**config.mk**
```make
export PLATFORM = sky130hd
export DESIGN_NAME = lag_scan_sequencer
export DESIGN_NICKNAME = d
export VERILOG_FILES = /design/src/rtl/lag_scan_sequencer.sv
export SDC_FILE = /design/constraint.sdc
export NUM_CORES = 2
export LEC_CHECK = 0
export CAP_MARGIN = 20
export CORE_ASPECT_RATIO = 0.5
export CORE_UTILIZATION = 50
export CTS_BUF_LIST = sky130_fd_sc_hd__clkbuf_8
export DETAILED_ROUTE_END_ITERATION = 8
export GPL_TIMING_DRIVEN = 0
export PLACE_DENSITY = 0.8
export SLEW_MARGIN = 20
export SYNTH_ARGS = -nofsm -noshare
export SYNTH_HDL_FRONTEND = slang
export SYNTH_SLANG_ARGS = --single-unit
```
**constraint.sdc**
```tcl
create_clock -name pllclk -period 4.9 [get_ports pllclk]
set_input_delay 0.98 -clock pllclk [delete_from_list [all_inputs] [get_ports pllclk]]
set_output_delay 0.98 -clock pllclk [all_outputs]
set_load 0.03 [all_outputs]
```
**src/rtl/lag_scan_sequencer.sv**
```systemverilog
// lag_scan_sequencer
//   Per-channel lag sweep controller. Each channel ramps its lag from a
//   start value towards end = min(start+len, 2^LAG_WIDTH-1) in steps of inc,
//   in one of three scan modes (one-shot, wrap, bounce), and publishes a
//   registered, saturated period word (lag * TICK_CYCLES) for the sampling
//   clock generators.
//
// Ports
//   pllclk        sole clock, rising edge
//   reset_n       asynchronous active-low reset
//   load          reload every channel from start (wins over step)
//   step          advance enabled channels by one increment
//   mode          0 ONE_SHOT, 1 WRAP, 2 BOUNCE, 3 HOLD
//   chan_en       per-channel step enable
//   start_a/len_a/inc_a   packed per-channel scan configuration
//   lag_a         current lag per channel
//   period_a      saturated lag*TICK_CYCLES, one cycle behind lag_a
//   done          sticky one-shot completion flag per channel
//   wrapped       one-cycle pulse on wrap restart / bounce return
//
// Optional build macro
//   LAG_SCAN_STEP_COUNT_EN  adds step_count_a: per-channel 16-bit saturating
//                           count of accepted steps since the last load.
module lag_scan_sequencer #(
    parameter int NUM_CHANNELS = 8,
    parameter int LAG_WIDTH    = 20,
    parameter int INC_WIDTH    = 12,
    parameter int TICK_CYCLES  = 2,
    parameter int PERIOD_WIDTH = 24
) (
    input  logic                                 pllclk,
    input  logic                                 reset_n,
    input  logic                                 load,
    input  logic                                 step,
    input  logic [1:0]                           mode,
    input  logic [NUM_CHANNELS-1:0]              chan_en,
    input  logic [NUM_CHANNELS*LAG_WIDTH-1:0]    start_a,
    input  logic [NUM_CHANNELS*LAG_WIDTH-1:0]    len_a,
    input  logic [NUM_CHANNELS*INC_WIDTH-1:0]    inc_a,
    output logic [NUM_CHANNELS*LAG_WIDTH-1:0]    lag_a,
    output logic [NUM_CHANNELS*PERIOD_WIDTH-1:0] period_a,
    output logic [NUM_CHANNELS-1:0]              done,
    output logic [NUM_CHANNELS-1:0]              wrapped
`ifdef LAG_SCAN_STEP_COUNT_EN
    ,
    output logic [NUM_CHANNELS*16-1:0]           step_count_a
`endif
);

    // One extra bit so start+len and lag+/-inc never wrap silently.
    localparam int EW      = LAG_WIDTH + 1;
    localparam int PW_FULL = LAG_WIDTH + 32;
    localparam logic [EW-1:0] LAG_MAX = {1'b0, {LAG_WIDTH{1'b1}}};

    localparam logic [1:0] M_ONE_SHOT = 2'd0;
    localparam logic [1:0] M_WRAP     = 2'd1;
    localparam logic [1:0] M_BOUNCE   = 2'd2;
    localparam logic [1:0] M_HOLD     = 2'd3;

    typedef enum logic [1:0] {
        S_IDLE = 2'd0,
        S_UP   = 2'd1,
        S_DOWN = 2'd2,
        S_DONE = 2'd3
    } state_t;

    function automatic logic [PERIOD_WIDTH-1:0] sat_period(input logic [LAG_WIDTH-1:0] lag);
        logic [PW_FULL-1:0] prod;
        prod = PW_FULL'(lag) * PW_FULL'(TICK_CYCLES);
        if (|prod[PW_FULL-1:PERIOD_WIDTH])
            return {PERIOD_WIDTH{1'b1}};
        return prod[PERIOD_WIDTH-1:0];
    endfunction

    for (genvar g = 0; g < NUM_CHANNELS; g++) begin : g_ch
        logic [LAG_WIDTH-1:0]    w_start;
        logic [LAG_WIDTH-1:0]    w_len;
        logic [INC_WIDTH-1:0]    w_inc;
        logic [EW-1:0]           w_sum;
        logic [LAG_WIDTH-1:0]    w_end;
        logic [EW-1:0]           w_next_up;
        logic [EW-1:0]           w_next_dn;
        logic                    w_step_ok;
        state_t                  r_state;
        state_t                  w_state_nx;
        logic [LAG_WIDTH-1:0]    r_lag;
        logic [LAG_WIDTH-1:0]    w_lag_nx;
        logic                    r_done;
        logic                    w_done_nx;
        logic                    r_wrapped;
        logic                    w_wrapped_nx;
        logic [PERIOD_WIDTH-1:0] r_period;

        assign w_start   = start_a[g*LAG_WIDTH +: LAG_WIDTH];
        assign w_len     = len_a[g*LAG_WIDTH +: LAG_WIDTH];
        assign w_inc     = inc_a[g*INC_WIDTH +: INC_WIDTH];
        assign w_sum     = {1'b0, w_start} + {1'b0, w_len};
        assign w_end     = (w_sum > LAG_MAX) ? {LAG_WIDTH{1'b1}} : w_sum[LAG_WIDTH-1:0];
        assign w_next_up = {1'b0, r_lag} + EW'(w_inc);
        assign w_next_dn = {1'b0, r_lag} - EW'(w_inc);

        // A zero increment is a no-op so it never trips end-of-range actions.
        assign w_step_ok = step && chan_en[g] && (mode != M_HOLD) &&
                           ((r_state == S_UP) || (r_state == S_DOWN)) &&
                           (w_inc != '0);

        always_comb begin
            w_state_nx   = r_state;
            w_lag_nx     = r_lag;
            w_done_nx    = r_done;
            w_wrapped_nx = 1'b0;
            if (load) begin
                w_lag_nx   = w_start;
                w_state_nx = S_UP;
                w_done_nx  = 1'b0;
            end else if (w_step_ok) begin
                case (mode)
                    M_ONE_SHOT: begin
                        if (w_next_up >= {1'b0, w_end}) begin
                            w_lag_nx   = w_end;
                            w_state_nx = S_DONE;
                            w_done_nx  = 1'b1;
                        end else begin
                            w_lag_nx   = w_next_up[LAG_WIDTH-1:0];
                            w_state_nx = S_UP;
                        end
                    end
                    M_WRAP: begin
                        w_state_nx = S_UP;
                        if (w_next_up > {1'b0, w_end}) begin
                            w_lag_nx     = w_start;
                            w_wrapped_nx = 1'b1;
                        end else begin
                            w_lag_nx = w_next_up[LAG_WIDTH-1:0];
                        end
                    end
                    M_BOUNCE: begin
                        if (r_state == S_UP) begin
                            if (w_next_up >= {1'b0, w_end}) begin
                                w_lag_nx   = w_end;
                                w_state_nx = S_DOWN;
                            end else begin
                                w_lag_nx = w_next_up[LAG_WIDTH-1:0];
                            end
                        end else begin
                            // MSB set means lag-inc borrowed below zero.
                            if (w_next_dn[LAG_WIDTH] ||
                                (w_next_dn[LAG_WIDTH-1:0] <= w_start)) begin
                                w_lag_nx     = w_start;
                                w_state_nx   = S_UP;
                                w_wrapped_nx = 1'b1;
                            end else begin
                                w_lag_nx = w_next_dn[LAG_WIDTH-1:0];
                            end
                        end
                    end
                    default: ;
                endcase
            end
        end

        always_ff @(posedge pllclk or negedge reset_n) begin
            if (!reset_n) begin
                r_state   <= S_IDLE;
                r_lag     <= '0;
                r_done    <= 1'b0;
                r_wrapped <= 1'b0;
                r_period  <= '0;
            end else begin
                r_state   <= w_state_nx;
                r_lag     <= w_lag_nx;
                r_done    <= w_done_nx;
                r_wrapped <= w_wrapped_nx;
                r_period  <= sat_period(r_lag);
            end
        end

        assign lag_a[g*LAG_WIDTH +: LAG_WIDTH]          = r_lag;
        assign period_a[g*PERIOD_WIDTH +: PERIOD_WIDTH] = r_period;
        assign done[g]                                  = r_done;
        assign wrapped[g]                               = r_wrapped;

`ifdef LAG_SCAN_STEP_COUNT_EN
        logic [15:0] r_step_cnt;
        logic        w_accept;

        assign w_accept = w_step_ok && !load &&
                          ((w_lag_nx != r_lag) || (w_state_nx != r_state));

        always_ff @(posedge pllclk or negedge reset_n) begin
            if (!reset_n)
                r_step_cnt <= '0;
            else if (load)
                r_step_cnt <= '0;
            else if (w_accept && (r_step_cnt != 16'hFFFF))
                r_step_cnt <= r_step_cnt + 16'd1;
        end

        assign step_count_a[g*16 +: 16] = r_step_cnt;
`endif
    end

endmodule

```
Word-level counts from Yosys, hierarchy flattened

Cells that the tools add are included.

Logic and storage cells: 430
Bits in registers: 352
Output and inout bits: 368
Bits of input ports: 430

Order comparisons: 32
Muxes and demuxes: 200
Equality and inequality tests: 35
$add $sub $neg: 24
Reduce and logical (&&, ||, !) cells: 99

Operator list:

| kind                                                                              | count |
|---|---|
| 20-bit two-way mux                                                                | 56 |
| 20-bit one-hot mux with 3 select lines                                            | 8 |
| 20-bit by 12-bit adder with 21-bit output                                         | 8 |
| 20-bit by 20-bit adder with 21-bit output                                         | 8 |
| 21-bit by 20-bit greater-or-equal comparator with 1-bit output                    | 8 |
| 21-bit by 20-bit greater-than comparator with 1-bit output                        | 8 |
| 21-bit by 20-bit greater-than comparator with 1-bit output, second input constant | 8 |
| 20-bit by 12-bit subtractor with 21-bit output                                    | 8 |
| 20-bit less-or-equal comparator                                                   | 8 |
| 2-bit two-way mux                                                                 | 48 |
| 12-bit nonzero test                                                               | 8 |
| 1-bit two-way mux                                                                 | 72 |
| 4-bit != test, second input constant                                              | 16 |
| 2-bit one-hot mux with 3 select lines                                             | 8 |
| 2-bit nonzero test                                                                | 17 |
| 1-bit logical AND                                                                 | 32 |
| 4-bit AND reduction                                                               | 8 |
| 3-bit AND reduction                                                               | 8 |
| 2-bit by 1-bit == test with 1-bit output, second input constant                   | 9 |
| 2-bit == test, second input constant                                              | 9 |
| 1-bit logical OR                                                                  | 16 |
| 1-bit one-hot mux with 2 select lines                                             | 8 |
| 2-bit AND reduction                                                               | 8 |
| 4-bit nonzero test                                                                | 1 |
| other kinds (2)                                                                   | 2 |

Logic depth before layout (Yosys ltp)

Depth in word-level cells: 9
Mapped depth: 28
Depth with buffers taken out: 27

Worst setup path after synthesis

No wires, ideal clock.

Kind: input-to-reg
From: input start_a[40]
To: register g_ch[2].r_lag[12]
Library setup time: 0.136 ns
Path slack: -1.071 ns
Data arrival time: 5.835 ns
Cell stages on the path: 26
Cell sequence: ha_1 -> inv_1 -> fa_1 -> nand2b_1 -> a21oi_1 -> o31a_1 -> o32ai_2 -> o31ai_2 -> clkbuf_1 -> clkbuf_1 -> nor2_1 -> ha_1 -> a21o_1 -> a21o_1 -> a221oi_1 -> o21ai_0 -> a221o_1 -> a31oi_1 -> o21a_1 -> nor2b_1 -> clkbuf_1 -> buf_2 -> buf_2 -> nor3_1 -> a31oi_1 -> a31oi_1

Longest elaborated chain between the ends: 9

Ends and longest elaborated chain:

| item                                                           | line     | text |
|---|---|---|
| start, declared                                                | 37       | `input logic [NUM_CHANNELS*LAG_WIDTH-1:0] start_a,` |
| 20-bit by 20-bit adder with 21-bit output                      | 97       | `assign w_sum = {1'b0, w_start} + {1'b0, w_len};` |
| 21-bit by 20-bit greater-than comparator with 1-bit output     | 98       | `assign w_end = (w_sum > LAG_MAX) ? {LAG_WIDTH{1'b1}} : w_sum[LAG_WIDTH-1:0];` |
| 20-bit two-way mux                                             | 98       |  |
| 21-bit by 20-bit greater-or-equal comparator with 1-bit output | 119, 139 |  |
| 20-bit two-way mux                                             | 119, 139 |  |
| 20-bit two-way mux                                             | 138      | `if (r_state == S_UP) begin` |
| 20-bit one-hot mux with 3 select lines *                       | 117      | `case (mode)` |
| 20-bit two-way mux *                                           | 116      | `end else if (w_step_ok) begin` |
| 20-bit two-way mux *                                           | 112      | `if (load) begin` |
| end signal, assigned                                           | 171      | `r_lag <= w_lag_nx;` |
| end, declared                                                  | 86       | `logic [LAG_WIDTH-1:0] r_lag;` |

Mark *: on every way between the ends. The rest lies on a longest branch, timed or not. The select of a mux whose other input is x is not followed.
A chain may end at the register's enable or synchronous reset.

Final worst setup path

From: register g_ch[3].r_lag[1]
To: register g_ch[3].r_lag[0]

Longest elaborated chain between the ends: 8

Ends and longest elaborated chain:

| item                                           | line | text |
|---|---|---|
| start, declared                                | 86   |  |
| start signal, assigned                         | 171  |  |
| 20-bit by 12-bit subtractor with 21-bit output | 100  | `assign w_next_dn = {1'b0, r_lag} - EW'(w_inc);` |
| 20-bit less-or-equal comparator                | 148  | `(w_next_dn[LAG_WIDTH-1:0] <= w_start)) begin` |
| 1-bit logical OR                               | 147  | `if (w_next_dn[LAG_WIDTH] \|\|` |
| 20-bit two-way mux                             | 147  |  |
| 20-bit two-way mux                             | 138  |  |
| 20-bit one-hot mux with 3 select lines *       | 117  |  |
| 20-bit two-way mux *                           | 116  |  |
| 20-bit two-way mux *                           | 112  |  |

Marks and branches as above.

==> qor.txt <==
crit-path max cell delay: 0.49 ns
peak supply drop: 0.4635 mV
Routed wire per std cell: 26.39 um
fin cells: 8268
ranking of synthesized cells by area: dfrtp_1 20%, ha_1 19%, nor2_1 5.6%, xnor2_1 5.3%, a21oi_1 4.6%
failing checks: setup timing
Critical Path RT: 5.54 ns
share of layout cells above drive strength 1: 31.58%
Post-synth EDFFs: 0
critical path type: reg -> reg
WP buf/inv: 1
largest net degree at the start of global routing: 93
max-capacitance violation count: 0
initial antenna violation count: 29
Area Growth Syn to Fin: 57.72%
crit-path max FO: 6
synthesis-stage register bit count: 352
Worst Setup Slack, final: -0.6803 ns
YS warnings: 0
IO buf count: 764
critical path's top delay family: compound AO/OA/AOI/OAI gates
slew margin rel.: 9.710%
starting density of the core: 50.68%
status: finished, violations left
Cell Area, Synth: 43810 um^2
clk slew on worst S/H paths: 0.07 ns
critical-path cell list: ha_1 > nor2b_1 > o21a_1 > o21a_1 > o31a_1 > nand4_1 > a21oi_2 > o21ai_2 > nand2_2 > nor2_1 > xor2_1 > ha_1 > nand4_1 > or2_4 > nor4_4 > nor4_4 > a211oi_2 > buf_4 > o31ai_4 > a21o_4 > a222oi_1 > o21ai_1
area leader, netlist: dfrtp_1
routed vias/inst: 6.474
Hold WC Path Type: reg -> reg
Slew Viols, Final: 0
Static Leakage: 30.43 nW
placed instance count: 7533
final hold violations: 0
Routed Antenna Nets: 0
nets: 8136
commonest register cell after synthesis: dfrtp_1
RSZ-0062 raised after global routing: yes
IO Pins: 798
vias in the first global route: 51320
Worst setup EP type: flip-flop
global-route wire length before repair: 308900 um
Mean Syn Cell Area: 7.876 um^2
Distinct cells, synth: 112
drt initial violations: 6490
Worst-Margin Slew: 1.345 ns
crit path launch type: flip-flop
post-synthesis mux area share: 0.9025%
Period minus WS final: 5.580 ns
GRT Total Usage: 45.41%
H-tree Lvls: 3
CTS tree: done
num rows: 76
CTS Buf Count: 66
final HPWL from detailed placement: 156900 um
Simple-Gate Fraction of Synth Area: 19.07%
CP max stage cell: dfrtp_2
combinational family with the most area after synthesis: compound AO/OA/AOI/OAI gates
Synth top area share: 20.11%
Synth Area in Compound Gates: 25.37%
die area: 88870 um^2
GRT overflow: 0
Clock Skew: 0.05341 ns
vias post-DR: 53530
total iterations of the first detailed-routing run: 8
Post-Synth Adder-Cell Area: 20.24%
period utilisation layout: 113.9%
asr flop ratio synth: 100.0%
final setup violation count: 180
setup_tns: -48.25 ns
total clock sinks: 352
Power Density: 582.5 nW/um^2
clock tree root driver cell: clkbuf_8
register area share after synthesis: 20.11%
Die X: 420.6 um
CORE AREA: 86440 um^2
global placement routability congestion: 1.053
CTS max path bufs: 3
drc violations: 0
die height: 211.3 um
routed wire length: 218200 um
pre-CTS setup slack: -2.608 ns
post-synthesis instance total: 5562
worst path arrival time: 6.22 ns
clock latency on the worst-skew pair: 0.84 ns
fmax: 179.2 MHz
Post-Synth XOR/XNOR Area: 7.714%
[per-stage QoR]
stage	power [W]	utilization (%)	hold WS, ns	cell area (um^2)
after floorplan	0.02047	-	0.4546	46230
after global placement	0.02777	64.02	0.3945	55340
after detailed placement	0.02821	64.19	0.3902	55480
after CTS	0.03632	75.04	0.4097	64860
after global routing	0.04202	79.92	0.4163	69090
final	0.04025	79.93	0.4115	69090
[report_power, final]
group	internal [W]	total (W)	leakage, nW	switching (W)
sequential	0.00397	0.00539	4.03	0.00141
clock	0.00213	0.00387	0.856	0.00174
combinational	0.0135	0.0310	25.5	0.0175
[cell families after synthesis]
family          after synthesis
compound gates             1634
xor+xnor                    385
fa+ha+maj                   695
buf+inv                     698
flops                       352
mux                          38
other cells                   1
simple gates               1759
[worst paths after layout]
check | from | to | slack (ns) | cells past startpoint
worst max register to register | g_ch[3].r_lag[1] | g_ch[3].r_lag[0] | -0.68 | 22
min in group asynchronous | reset_n | g_ch[7].r_period[11] | 0.59 | 2
worst min-delay path | g_ch[7].r_lag[15] | g_ch[7].r_period[16] | 0.41 | 0
worst max-delay path | g_ch[3].r_lag[1] | g_ch[3].r_lag[0] | -0.68 | 22
worst min register to register | g_ch[7].r_lag[15] | g_ch[7].r_period[16] | 0.41 | 0
max in group asynchronous | reset_n | g_ch[5].r_period[11] | 2.96 | 4
[state kept, by name, indices dropped and copies added, names as in the netlist]
register,cells
g_ch.r_lag,160
g_ch.r_done,8
g_ch.r_state,16
g_ch.r_period,160
g_ch.r_wrapped,8
[per-layer routing]
| layer | GRT usage (%) | wire length, um |
|---|---|---|
| met5 | 0 | 228 |
| met4 | 25.91 | 15210 |
| met3 | 13.86 | 27230 |
| met2 | 69.06 | 94250 |
| met1 | 57.05 | 81240 |
[worst register-to-register path, cell delays in order, from the launching register on]
cell and delay, ns:
dfrtp_2 0.49, ha_1 0.33, nor2b_1 0.15, o21a_1 0.19
o21a_1 0.20, o31a_1 0.31, nand4_1 0.14, a21oi_2 0.11
o21ai_2 0.27, nand2_2 0.14, nor2_1 0.17, xor2_1 0.13
ha_1 0.33, nand4_1 0.10, or2_4 0.31, nor4_4 0.47
nor4_4 0.13, a211oi_2 0.32, buf_4 0.18, o31ai_4 0.07
a21o_4 0.30, a222oi_1 0.50, o21ai_1 0.10
[synthesized netlist by cell type (61+ instances only)]
master / count
a211oi_1: 61
a21o_1: 131
a21oi_1: 399
a221oi_1: 113
a31oi_1: 108
clkbuf_1: 148
dfrtp_1: 352
ha_1: 668
inv_1: 443
nand2_1: 381
nand2b_1: 120
nand3_1: 86
nand4_1: 67
nor2_1: 653
nor2b_1: 81
nor3_1: 85
o21a_1: 89
o21ai_0: 277
xnor2_1: 265
xor2_1: 119
[what timing repair did]
item                                    in CTS  in global routing
cloned                                      27                  3
pin swaps                                  503                461
endpoints found under the setup margin     192                190
hold buffers                                 1                  0
buffers inserted                           388                215
gates resized for setup                   1233                702
endpoints found under the hold margin        6                  0
[layout make-up]
type                            count  area (um^2)
Multi-Input combinational cell   4545        40380
Clock buffer                       83         1142
Tap cell                         1170         1464
Timing Repair Buffer             1385        13080
Fill cell                        5512        17350
Antenna cell                       30        75.07
Buffer                            221         1926
Sequential cell                   352         8852
Inverter                          443         1689
Clock inverter                     39        484.2
[layout by cell type (no fill, tap or decap), types with 81 or more instances in the layout]
cell type / n
nor2_1: 559
buf_4: 534
clkdlybuf4s50_1: 514
ha_1: 467
inv_1: 408
dfrtp_1: 317
nand2_1: 301
a21oi_1: 263
xnor2_1: 207
o21ai_0: 158
ha_4: 154
a21o_1: 125
dlygate4sd2_1: 122
a21oi_2: 109
buf_6: 106
xor2_1: 105
nand2b_1: 97
clkbuf_8: 96
a31oi_1: 91
o21a_1: 87
clkbuf_1: 81
a221oi_2: 81
Power figures use the tool's default switching activity.
